## config.mk

```make
export PLATFORM = sky130hd
export DESIGN_NAME = fp8_dot_sequencer_flat
export DESIGN_NICKNAME = d
export VERILOG_FILES = /design/src/rtl/fp8_dot_if.sv /design/src/rtl/fp8_dot_sequencer.sv /design/src/flat_wrapper.sv
export SDC_FILE = /design/constraint.sdc
export NUM_CORES = 1
export LEC_CHECK = 0
export CORE_AREA = 5 5 85 87
export CTS_BUF_LIST = sky130_fd_sc_hd__clkbuf_4 sky130_fd_sc_hd__clkbuf_8 sky130_fd_sc_hd__clkbuf_16
export DETAILED_ROUTE_END_ITERATION = 6
export DIE_AREA = 0 0 90 92
export PLACE_DENSITY_LB_ADDON = 0.1
export SLEW_MARGIN = 20
export SYNTH_ARGS = -nofsm -noshare
export SYNTH_HDL_FRONTEND = slang
export SYNTH_SLANG_ARGS = --single-unit
```

## constraint.sdc

```tcl
create_clock -name clk -period 3.4 [get_ports clk]
set_clock_uncertainty 0.15 [all_clocks]
set_input_delay 0.68 -clock clk [delete_from_list [all_inputs] [get_ports clk]]
set_output_delay 0.68 -clock clk [all_outputs]
set_load 0.02 [all_outputs]
```

## src/rtl/fp8_dot_if.sv

```systemverilog
// Operand stream into the FP8 dot-product sequencer: one operand pair per handshake.
interface fp8_dot_if;
    logic       in_valid;
    logic       in_ready;
    logic [7:0] in_a;
    logic [7:0] in_b;

    modport master (output in_valid, output in_a, output in_b, input in_ready);
    modport slave  (input in_valid, input in_a, input in_b, output in_ready);
endinterface

```

## src/rtl/fp8_dot_sequencer.sv

```systemverilog
// Job sequencer for one FP8 (E4M3) dot product: streams operand pairs through an external
// multiplier and adder, accumulates the products and pulses done with the final result.
//
// state | meaning
// IDLE  | waiting for start; result holds the previous job's value
// RUN   | accepting operand pairs until len_r handshakes have occurred
// DRAIN | no new pairs; waiting for the last product to reach the accumulator
// DONE  | done pulse; result valid
module fp8_dot_sequencer #(
    parameter int LEN_W = 8
) (
    input  logic             clk,
    input  logic             rst_n,
    input  logic             start,
    input  logic [LEN_W-1:0] len,
    fp8_dot_if.slave         src,
    output logic [7:0]       mul_a,
    output logic [7:0]       mul_b,
    input  logic [7:0]       mul_product,
    output logic [7:0]       add_a,
    output logic [7:0]       add_b,
    input  logic [7:0]       add_sum,
    output logic             busy,
    output logic             done,
    output logic [7:0]       result
);

    typedef enum logic [1:0] {IDLE, RUN, DRAIN, DONE} state_t;

    state_t           state;
    logic [LEN_W-1:0] cnt;
    logic [LEN_W-1:0] len_r;
    logic [7:0]       op_a;
    logic [7:0]       op_b;
    logic [7:0]       prod_r;
    logic [7:0]       acc;
    logic             s1;
    logic             s2;
    logic             in_ready_r;
    logic             hs;

    assign hs           = src.in_valid & in_ready_r;
    assign src.in_ready = in_ready_r;
    assign mul_a        = op_a;
    assign mul_b        = op_b;
    assign add_a        = acc;
    assign add_b        = prod_r;
    assign busy         = (state != IDLE);

    always_ff @(posedge clk or negedge rst_n) begin
        if (!rst_n) begin
            state      <= IDLE;
            cnt        <= '0;
            len_r      <= '0;
            op_a       <= '0;
            op_b       <= '0;
            prod_r     <= '0;
            acc        <= '0;
            s1         <= 1'b0;
            s2         <= 1'b0;
            in_ready_r <= 1'b0;
            done       <= 1'b0;
            result     <= '0;
        end else begin
            // Pipeline advances in every state; the FSM below only injects and clears.
            s2   <= s1;
            s1   <= 1'b0;
            done <= 1'b0;
            if (s1) prod_r <= mul_product;
            if (s2) acc <= add_sum;

            case (state)
                IDLE: begin
                    if (start) begin
                        acc <= '0;
                        if (len == '0) begin
                            state  <= DONE;
                            done   <= 1'b1;
                            result <= '0;
                        end else begin
                            state      <= RUN;
                            cnt        <= '0;
                            len_r      <= len;
                            in_ready_r <= 1'b1;
                        end
                    end
                end
                RUN: begin
                    if (hs) begin
                        op_a <= src.in_a;
                        op_b <= src.in_b;
                        s1   <= 1'b1;
                        cnt  <= cnt + LEN_W'(1);
                        if (cnt == len_r - LEN_W'(1)) begin
                            in_ready_r <= 1'b0;
                            state      <= DRAIN;
                        end
                    end
                end
                DRAIN: begin
                    // Final accumulate happens on this edge, so capture the adder output directly.
                    if (!s1 && s2) begin
                        state  <= DONE;
                        done   <= 1'b1;
                        result <= add_sum;
                    end
                end
                DONE: begin
                    result <= acc;
                    state  <= IDLE;
                end
                default: state <= IDLE;
            endcase
        end
    end

endmodule

```

## src/flat_wrapper.sv

```systemverilog
// flat-port wrapper written by rule: the top's interface ports become plain ports
module fp8_dot_sequencer_flat 
#(
    parameter int LEN_W = 8
)
  (clk, rst_n, start, len, mul_a, mul_b, mul_product, add_a, add_b, add_sum, busy, done, result, src_in_valid, src_in_a, src_in_b, src_in_ready);
  fp8_dot_if src_i ();
  input  logic clk;
  input  logic rst_n;
  input  logic start;
  input  logic [LEN_W-1:0] len;
  output logic [7:0] mul_a;
  output logic [7:0] mul_b;
  input  logic [7:0] mul_product;
  output logic [7:0] add_a;
  output logic [7:0] add_b;
  input  logic [7:0] add_sum;
  output logic busy;
  output logic done;
  output logic [7:0] result;
  input wire logic [$bits(src_i.in_valid)-1:0] src_in_valid;
  input wire logic [$bits(src_i.in_a)-1:0] src_in_a;
  input wire logic [$bits(src_i.in_b)-1:0] src_in_b;
  output wire logic [$bits(src_i.in_ready)-1:0] src_in_ready;
  assign src_i.in_valid = src_in_valid;
  assign src_i.in_a = src_in_a;
  assign src_i.in_b = src_in_b;
  assign src_in_ready = src_i.in_ready;
  fp8_dot_sequencer #(.LEN_W(LEN_W)) u_core (.clk(clk), .rst_n(rst_n), .start(start), .len(len), .src(src_i), .mul_a(mul_a), .mul_b(mul_b), .mul_product(mul_product), .add_a(add_a), .add_b(add_b), .add_sum(add_sum), .busy(busy), .done(done), .result(result));
endmodule
```

---- After elaboration in Yosys (flattened, before gate mapping) ----
Index checks and enable logic that the tools add are counted.
word-level totals
  register bits after elaboration ......... 62
  bits of input ports ..................... 44
  logic and storage cells ................. 67
cells by class
  $add $sub $neg .......................... 2
  mux-type cells .......................... 28
  bitwise operators ....................... 2
  reductions and logical operators ........ 13
  eq/ne operators ......................... 10
operators with widths
  kind                                               count
  2-to-1 mux 8 bit                                   9
  one-hot mux 8 bit (3 select lines)                 1
  one-hot mux 8 bit (2 select lines)                 1
  AND reduction 4 bit                                3
  2-to-1 mux 2 bit                                   5
  2-to-1 mux 1 bit                                   9
  adder 8 x 1 -> 8 bit (second input constant)       1
  == test 8 bit                                      1
  zero test 8 bit                                    1
  != test 2 x 1 -> 1 bit (second input constant)     4
  one-hot mux 2 bit (4 select lines)                 1
  subtractor 8 x 1 -> 8 bit (second input constant)  1
  AND reduction 5 bit                                1
  == test 2 bit (second input constant)              2
  != test 2 bit (second input constant)              2
  one-hot mux 1 bit (2 select lines)                 2
  nonzero test 2 bit                                 2
  AND reduction 3 bit                                1
  nonzero test 3 bit                                 1
  == test 2 x 1 -> 1 bit (second input constant)     1
  zero test 2 bit                                    1
  AND reduction 2 bit                                1
  AND 1 bit                                          1
  logical AND 1 bit                                  1
  other kinds (2)                                    2

---- Depth between registers and ports, before layout ----
Gate-level depths: netlist of the first run.
  depth in word-level cells ............... 5
  gate-level depth with buffers ........... 9
  mapped depth without buffers ............ 8

---- Worst setup path before layout of the first run ----
Ideal clock, no wire load.
  path type ............................... reg2reg
  start ................................... register u_core.len_r[2]
  end ..................................... register u_core.state[1]
  required time ........................... 3,124 ps
  cell stages (with the launch flop) ...... 6
  arrival ................................. 2,200 ps
  slack ................................... 924 ps
  cells stage by stage .................... dfrtp_1 -> or4_4 -> or3_1 -> a211o_1 -> o41a_1 -> a221o_1
between the ends
  word-level cells in the longest chain between the ends .. 4
RTL lines
  what                                     RTL line                  text
  start: declaration                       fp8_dot_sequencer.sv:32   logic [LEN_W-1:0] len_r;
  start signal: assignment                 fp8_dot_sequencer.sv:83   len_r <= len;
  subtractor 8 x 1 -> 8 bit                fp8_dot_sequencer.sv:94   if (cnt == len_r - LEN_W'(1)) begin
  == test 8 bit                            fp8_dot_sequencer.sv:94
  != test 2 x 1 -> 1 bit (no source line)  --
  AND reduction 4 bit (no source line)     --
  end signal: assignment                   fp8_dot_sequencer.sv:96   state <= DRAIN;
  end signal: assignment                   fp8_dot_sequencer.sv:103  state <= DONE;
  end signal: assignment                   fp8_dot_sequencer.sv:110  state <= IDLE;
  end: declaration                         fp8_dot_sequencer.sv:30   state_t state;
No other way between the ends.
A chain may end at the register's enable or synchronous reset.

---- Final worst setup path of the first run ----
  start ................................... register u_core.state[0]
  end ..................................... output port busy
between the ends
  word-level cells in the longest chain between the ends .. 1
RTL lines
  what                      RTL line                 text
  start signal: assignment  fp8_dot_sequencer.sv:52  state <= IDLE;
  start signal: assignment  fp8_dot_sequencer.sv:77  state <= DONE;
  start signal: assignment  fp8_dot_sequencer.sv:81  state <= RUN;
  nonzero test 2 bit        fp8_dot_sequencer.sv:48  assign busy = (state != IDLE);
  end: declaration          flat_wrapper.sv:18       output logic busy;
No other way between the ends.

==> reports/qor.txt, run 1 <==
Final Hold Viols = 0
fraction of the yosys area taken by sequential cells = 0.532
Peak VDD IR = 557 µV
drt pass-1 iters = 4
worst reg2reg path startpoint = u_core.len_r[2]
synthesized flop and latch total = 62
post-synthesis area per instance = 10.1 µm²
final layout net count = 430
total of buffers placed on input and output ports = 86
total wire length after detailed routing = 7200 µm
max capacitance violation total = 0
period utilization = 0.854
power density over cell area = 942 mW/mm²
highest clock rate = 0.345 GHz
Area Overhead vs Synth = 40.5%
DRC errors left = 0
via count = 2424
Resized cells post-CTS = 0
crit path max fanout = 12
count of yosys warnings during synthesis = 0
number of buffers inserted for hold repair after clock tree synthesis = 0
Max-Slew Margin vs Limit = 0.431
core footprint = 0.00628 mm²
list of cells traversed by the critical path = inv_1 -> ha_1 -> inv_1 -> clkdlybuf4s50_1
clock transition at the register clock pins on the worst setup and hold paths after CTS = 0.07 ns
slowest stage cell on the critical path = clkdlybuf4s50_1
largest cells by area after synthesis = dfrtp_1, nand2_1, mux2_2
final worst setup slack = 0.497 ns
ratio of cells with drive above 1 in the final layout = 0.106
number of pins with negative max-slew slack in the final report = 0
most used cell along the critical path = inv_1
endpoints failing setup = 0
outcome = completed
initial core utilization = 0.464
endpoint kind of the worst setup timing path = output port
cell type with the largest total area after synthesis = dfrtp_1
Post-synth EDFFs = 0
unrepaired setup endpoints after global routing = no
Hold Crit Class = in2async
Post-CTS Repair Setup Buffers = 0
met3 Resource Use GR = 0.0646
Critical Path AT = 2.07 ns
total grt overflow = 0
count of H-tree levels built during CTS = 3
worst setup path startpoint = u_core.state[0]
Critical Path Start Type = flop
share of Yosys cell area claimed by the top area cell type = 0.532
horizontal die dimension = 90 µm
met1 demand-to-capacity share in global routing = 0.239
Crit Path Class = reg2out
Worst path max stage delay = 0.59 ns
die area = 0.00828 mm²
global-route usage over all layers = 0.181
CTS tree = built
Most Crowded Layer GR = met2
Detail Route Antenna Nets = 0
GR Util met2 = 0.277
global-route wire length before repair = 12200 µm
Row Count = 29
largest net degree at the start of global routing = 39
register-to-register setup slack = 0.81 ns
count of antenna diodes in the layout = 0
actual slew at the worst max-slew pin = 0.854 ns
initial antenna violation count = 0
via count of the first global-routing pass = 2429
final HPWL from detailed placement = 5290 µm
non-filler cells, final = 462
height of the chip = 92 µm
number of buffers added by the clock tree synthesis step = 9
synthesized instance count = 288
number of buffers between clock root and the deepest sink = 2
worst reg2reg path endpoint = u_core.state[1]
capturing element of the worst setup path = busy
last weighted congestion value of the routability-driven placer = 0.822
summed negative setup slack over all endpoints = 0 ns
number of inserted filler cells in the final layout = 519
clock latency of the later-clocked register in the worst-skew pair = 0.33 ns
most used flip-flop cell after synthesis = dfrtp_1
CP Data Required Time = 2.57 ns
placed instance count = 446
Routed wire per std cell = 15.6 µm
post-route core utilization = 0.652
top-level port count = 87
number of unique standard cell types used by synthesis = 44
initial DRC count = 91
async set-reset flop share out of synthesis = 1.00
Syn Std Cell Area = 0.00291 mm²
Root Buffer Master = clkbuf_8
Synthesized Nets = 338
post-layout min period = 2.90 ns
number of sinks driven by the clock tree = 62
Leak Pwr = 0.00176 µW
Worst Reg2Reg Path Length in Cells = 5
ratio of routed vias to standard cells = 5.25
worst-case setup slack after placement = 0.572 ns
-- worst min path at each step --
stage                        to  depth (start not counted)
2_1_floorplan         u_core.s2                          0
3_3_place_gp    u_core.mul_b[2]                          2
3_5_place_dp    u_core.mul_b[3]                          2
4_1_cts        u_core.result[4]                          1
5_1_grt         u_core.mul_b[3]                          2
6_report       u_core.result[4]                          1
-- power breakdown --
part           switching [µW]  total, µW  internal, µW
combinational             950       1830           877
sequential                254       1310          1050
clock                     279        726           447
total                    1480       3860          2370
-- registers in the layout, indices dropped and copies added, names as in the netlist --
| register | flops |
|---|---|
| u_core.done | 1 |
| u_core.s1 | 1 |
| u_core.src.in_ready | 1 |
| u_core.state | 2 |
| u_core.mul_b | 8 |
| u_core.add_b | 8 |
| u_core.add_a | 8 |
| u_core.mul_a | 8 |
| u_core.s2 | 1 |
| u_core.len_r | 8 |
| u_core.result | 8 |
| u_core.cnt | 8 |
-- stage by stage --
step,hold slack [ns],instance area (µm²),power (µW)
floorplan,0.202,2910,2370
finish,0.297,4100,3860
global placement,0.307,3870,3130
detailed placement,0.313,3870,3160
global route,0.343,4100,4130
CTS,0.329,4100,3900
-- cell usage in the layout, fill, tap and decap left out, drive strengths merged, types with 2 or more instances in the layout --
master,Yosys,final
a21oi,17,17
nor2b,2,2
inv,8,8
a22oi,9,9
or3,4,4
mux2i,9,9
mux2,14,14
nor3,5,5
nand4,3,3
and2,2,2
o21ai,9,9
clkinv,1,3
a21o,2,2
xnor2,7,7
clkbuf,9,12
ha,6,6
dfrtp,62,62
buf,3,8
clkdlybuf4s50,0,85
nand3,2,2
o31ai,4,4
or4,5,5
nor4,6,6
nand2,56,56
xor2,5,5
bufinv,0,2
nor2,22,22
-- synthesized netlist by cell type, types with 2 or more instances --
cell      instances
xor2_1            5
nor4_1            6
clkbuf_1          9
and2_1            2
mux2i_1           9
a21o_1            2
dfrtp_1          62
nand3_1           2
nor2_1           22
o31ai_1           4
ha_1              6
mux2_2           14
nor3_1            5
o21ai_0           8
xnor2_1           7
buf_1             2
nor2b_1           2
or4_1             4
or3_1             4
a21oi_1          17
inv_1             8
a22oi_1           9
nand4_1           3
nand2_1          56
-- kinds of logic (layout without fill, tap and decap cells) --
group,count (synthesis),count (layout),synth area share
buffers and inverters,21,118,0.0275
multiplexers,23,23,0.0850
flip-flops,62,62,0.532
adder cells (fa/ha/maj),6,6,0.0258
XOR/XNOR,12,12,0.0361
AND/OR/NAND/NOR,110,110,0.170
AO/OA/AOI/OAI,54,54,0.123
-- per-layer routing --
| layer | share of wire | up-vias | routed length (µm) |
|---|---|---|---|
| met5 | 0 | - | 0 |
| met4 | 0.015 | 0 | 110 |
| met3 | 0.069 | 10 | 495 |
| met2 | 0.48 | 53 | 3430 |
| met1 | 0.44 | 1164 | 3170 |
| li1 | - | 1197 | - |
-- worst max-delay path, delay by kind of cell, from the launching register on --
| family | cells | cell delay (ns) |
|---|---|---|
| fa+ha+maj | 1 | 0.42 |
| flops | 1 | 0.40 |
| buf+inv | 3 | 0.92 |
-- final cells by class --
class / count / area, µm² / share of cell area
Sequential cell: 62 / 1550 / 0.379
Multi-Input combinational cell: 205 / 1280 / 0.313
Timing Repair Buffer: 93 / 908 / 0.222
Clock buffer: 12 / 153 / 0.0373
Tap cell: 77 / 96.3 / 0.0235
Clock inverter: 4 / 70.1 / 0.0171
Inverter: 9 / 33.8 / 0.00825
Note: power is estimated with default switching activity, not from simulation.
==> run 2, diff against run 1 <==
Settings changed: ABC_AREA set to 1, CORE_AREA 5 5 85 87 to 5 5 86 88, DIE_AREA 0 0 90 92 to 0 0 91 93, SLEW_MARGIN 20 to 40.
==> reports/qor.txt, run 2 <==
outcome = completed (unchanged)
number of buffers between clock root and the deepest sink = 2 (unchanged)
initial core utilization = 0.465 (was 0.464)
worst setup path startpoint = u_core.state[0] (unchanged)
Detail Route Antenna Nets = 0 (unchanged)
largest net degree at the start of global routing = 33 (was 39)
CTS tree = built (unchanged)
global-route usage over all layers = 0.173 (was 0.181)
number of sinks driven by the clock tree = 62 (unchanged)
final layout net count = 502 (was 430)
clock transition at the register clock pins on the worst setup and hold paths after CTS = 0.07 ns (about the same)
post-synthesis area per instance = 8.43 µm² (was 10.1 µm²)
number of unique standard cell types used by synthesis = 31 (was 44)
synthesized instance count = 362 (was 288)
met3 Resource Use GR = 0.0772 (was 0.0646)
max capacitance violation total = 0 (unchanged)
Synthesized Nets = 412 (was 338)
horizontal die dimension = 91 µm (was 90 µm)
Final Hold Slack = 0.132 ns (was 0.297 ns)
Row Count = 30 (was 29)
actual slew at the worst max-slew pin = 0.500 ns (was 0.854 ns)
height of the chip = 93 µm (was 92 µm)
Resized cells post-CTS = 0 (unchanged)
highest clock rate = 0.372 GHz (was 0.345 GHz)
CP Data Required Time = 2.57 ns (about the same)
synthesized flop and latch total = 62 (unchanged)
die area = 0.00846 mm² (was 0.00828 mm²)
worst reg2reg path startpoint = u_core.state[0] (was u_core.len_r[2])
Worst Reg2Reg Path Length in Cells = 8 (was 5)
count of H-tree levels built during CTS = 3 (unchanged)
initial DRC count = 130 (was 91)
share of Yosys cell area claimed by the top area cell type = 0.508 (was 0.532)
Post-synth EDFFs = 0 (unchanged)
count of yosys warnings during synthesis = 0 (unchanged)
summed negative setup slack over all endpoints = 0 ns (unchanged)
unrepaired setup endpoints after global routing = no (unchanged)
endpoints failing setup = 0 (unchanged)
post-layout min period = 2.69 ns (was 2.90 ns)
total grt overflow = 0 (unchanged)
count of antenna diodes in the layout = 0 (unchanged)
number of buffers inserted for hold repair after clock tree synthesis = 0 (unchanged)
core footprint = 0.00657 mm² (was 0.00628 mm²)
Post-CTS Repair Setup Buffers = 0 (unchanged)
GR Util met2 = 0.258 (was 0.277)
cell types with the highest counts after synthesis = nand2_1, dfrtp_1, inv_1 (was dfrtp_1, nand2_1, nor2_1)
worst reg2reg path endpoint = u_core.cnt[6] (was u_core.state[1])
commonest cells after routing, fill and taps aside = nand2_1, clkdlybuf4s50_1, dfrtp_1 (was clkdlybuf4s50_1, dfrtp_1, nand2_1)
most common cell after layout, fill and taps aside = nand2_1 (was clkdlybuf4s50_1)
Critical Path Start Type = flop (unchanged)
Peak VDD IR = 431 µV (was 557 µV)
Most Crowded Layer GR = met2 (unchanged)
global-route wire length before repair = 11900 µm (was 12200 µm)
ratio of cells with drive above 1 in the final layout = 0.0921 (was 0.106)
fraction of the yosys area taken by sequential cells = 0.508 (was 0.532)
capturing element of the worst setup path = busy (unchanged)
final HPWL from detailed placement = 5240 µm (was 5290 µm)
Crit Path Class = reg2out (unchanged)
Critical Path AT = 1.86 ns (was 2.07 ns)
clock latency of the later-clocked register in the worst-skew pair = 0.33 ns (about the same)
Root Buffer Master = clkbuf_8 (unchanged)
crit path max fanout = 8 (was 12)
most used flip-flop cell after synthesis = dfrtp_1 (unchanged)
async set-reset flop share out of synthesis = 1.00 (unchanged)
Area Overhead vs Synth = 37.0% (was 40.5%)
Routed wire per std cell = 13.2 µm (was 15.6 µm)
period utilization = 0.790 (was 0.854)
drt pass-1 iters = 4 (unchanged)
Leak Pwr = 0.00206 µW (was 0.00176 µW)
via count = 2585 (was 2424)
largest cells by area after synthesis = dfrtp_1, nand2_1, o21ai_0 (was dfrtp_1, nand2_1, mux2_2)
register-to-register setup slack = 1.34 ns (was 0.81 ns)
most used standard cell by instance count after synthesis = nand2_1 (was dfrtp_1)
endpoint kind of the worst setup timing path = output port (unchanged)
number of pins with negative max-slew slack in the final report = 0 (unchanged)
Max-Slew Margin vs Limit = 0.666 (was 0.431)
initial antenna violation count = 0 (unchanged)
last weighted congestion value of the routability-driven placer = 0.821 (was 0.822)
number of inserted filler cells in the final layout = 540 (was 519)
Final Hold Viols = 0 (unchanged)
met1 demand-to-capacity share in global routing = 0.228 (was 0.239)
total of buffers placed on input and output ports = 86 (unchanged)
cell type with the largest total area after synthesis = dfrtp_1 (unchanged)
via count of the first global-routing pass = 2529 (was 2429)
Syn Std Cell Area = 0.00305 mm² (was 0.00291 mm²)
Hold Crit Class = in2async (unchanged)
power density over cell area = 872 mW/mm² (was 942 mW/mm²)
ratio of routed vias to standard cells = 4.82 (was 5.25)
number of buffers added by the clock tree synthesis step = 9 (unchanged)
DRC errors left = 0 (unchanged)
top-level port count = 87 (unchanged)
total wire length after detailed routing = 7080 µm (was 7200 µm)
[run 2: cell count changes in the layout (fill, tap and decap cells not counted), moves of 13 or more]
cell,change
inv_1,+25
mux2_2,-14
nand2_1,+85
nand3_1,+13
o21ai_0,+23
[run 2: worst max-delay path: stages (launching register included)]
cell and delay, ns:
dfrtp_1 0.40, inv_1 0.08, ha_1 0.24, inv_2 0.15
clkdlybuf4s50_1 0.67
[run 2: power breakdown]
part	switching, µW	total (µW)	internal (µW)
clock	275	669	393
sequential	204	1220	1020
combinational	983	1750	769
total	1460	3650	2180
[run 2: kinds of logic (layout without fill, tap and decap cells)]
| family | count (synthesis) | count (layout) | share of synthesized area |
|---|---|---|---|
| AO/OA/AOI/OAI | 46 | 46 | 0.0828 |
| XOR/XNOR | 8 | 8 | 0.0230 |
| AND/OR/NAND/NOR | 186 | 186 | 0.254 |
| adder cells (fa/ha/maj) | 6 | 6 | 0.0246 |
| buffers and inverters | 46 | 140 | 0.0681 |
| flip-flops | 62 | 62 | 0.508 |
| multiplexers | 8 | 8 | 0.0394 |
[run 2: final cells by class]
cell class,count,area (µm²),area share
inverters,37,144,0.0344
flip-flops and latches,62,1550,0.371
clock buffers,12,165,0.0395
well taps,80,100,0.0239
repair buffers,88,886,0.212
multi-input cells,254,1290,0.309
clock inverters,3,42.5,0.0102
[run 2: worst min path at each step]
stage | start | end | slack (ns) | depth (start not counted)
2_1_floorplan | u_core.s1 | u_core.s2 | 0.22 | 0
3_3_place_gp | u_core.mul_a[2] | u_core.mul_a[2] | 0.30 | 2
3_5_place_dp | u_core.add_b[7] | u_core.add_b[7] | 0.31 | 2
4_1_cts | rst_n | u_core.src.in_ready | 0.28 | 1
5_1_grt | rst_n | u_core.mul_a[3] | 0.16 | 1
6_report | rst_n | u_core.src.in_ready | 0.13 | 1
[run 2: layer usage]
layer  part of all wire  vias to the layer above
met5                  0                        -
met4              0.013                        0
met3              0.099                        9
met2               0.44                       81
met1               0.45                     1173
li1                   -                     1322
[run 2: per-stage QoR]
stage	setup slack [ns]	area, µm²	util	cells	power [µW]
2_1_floorplan	1.58	3050	-	362	2320
3_3_place_gp	0.927	3970	0.605	521	2960
3_5_place_dp	0.863	3970	0.605	521	2990
4_1_cts	0.717	4180	0.636	536	3680
5_1_grt	0.632	4180	0.637	536	3920
6_report	0.713	4180	0.637	536	3650
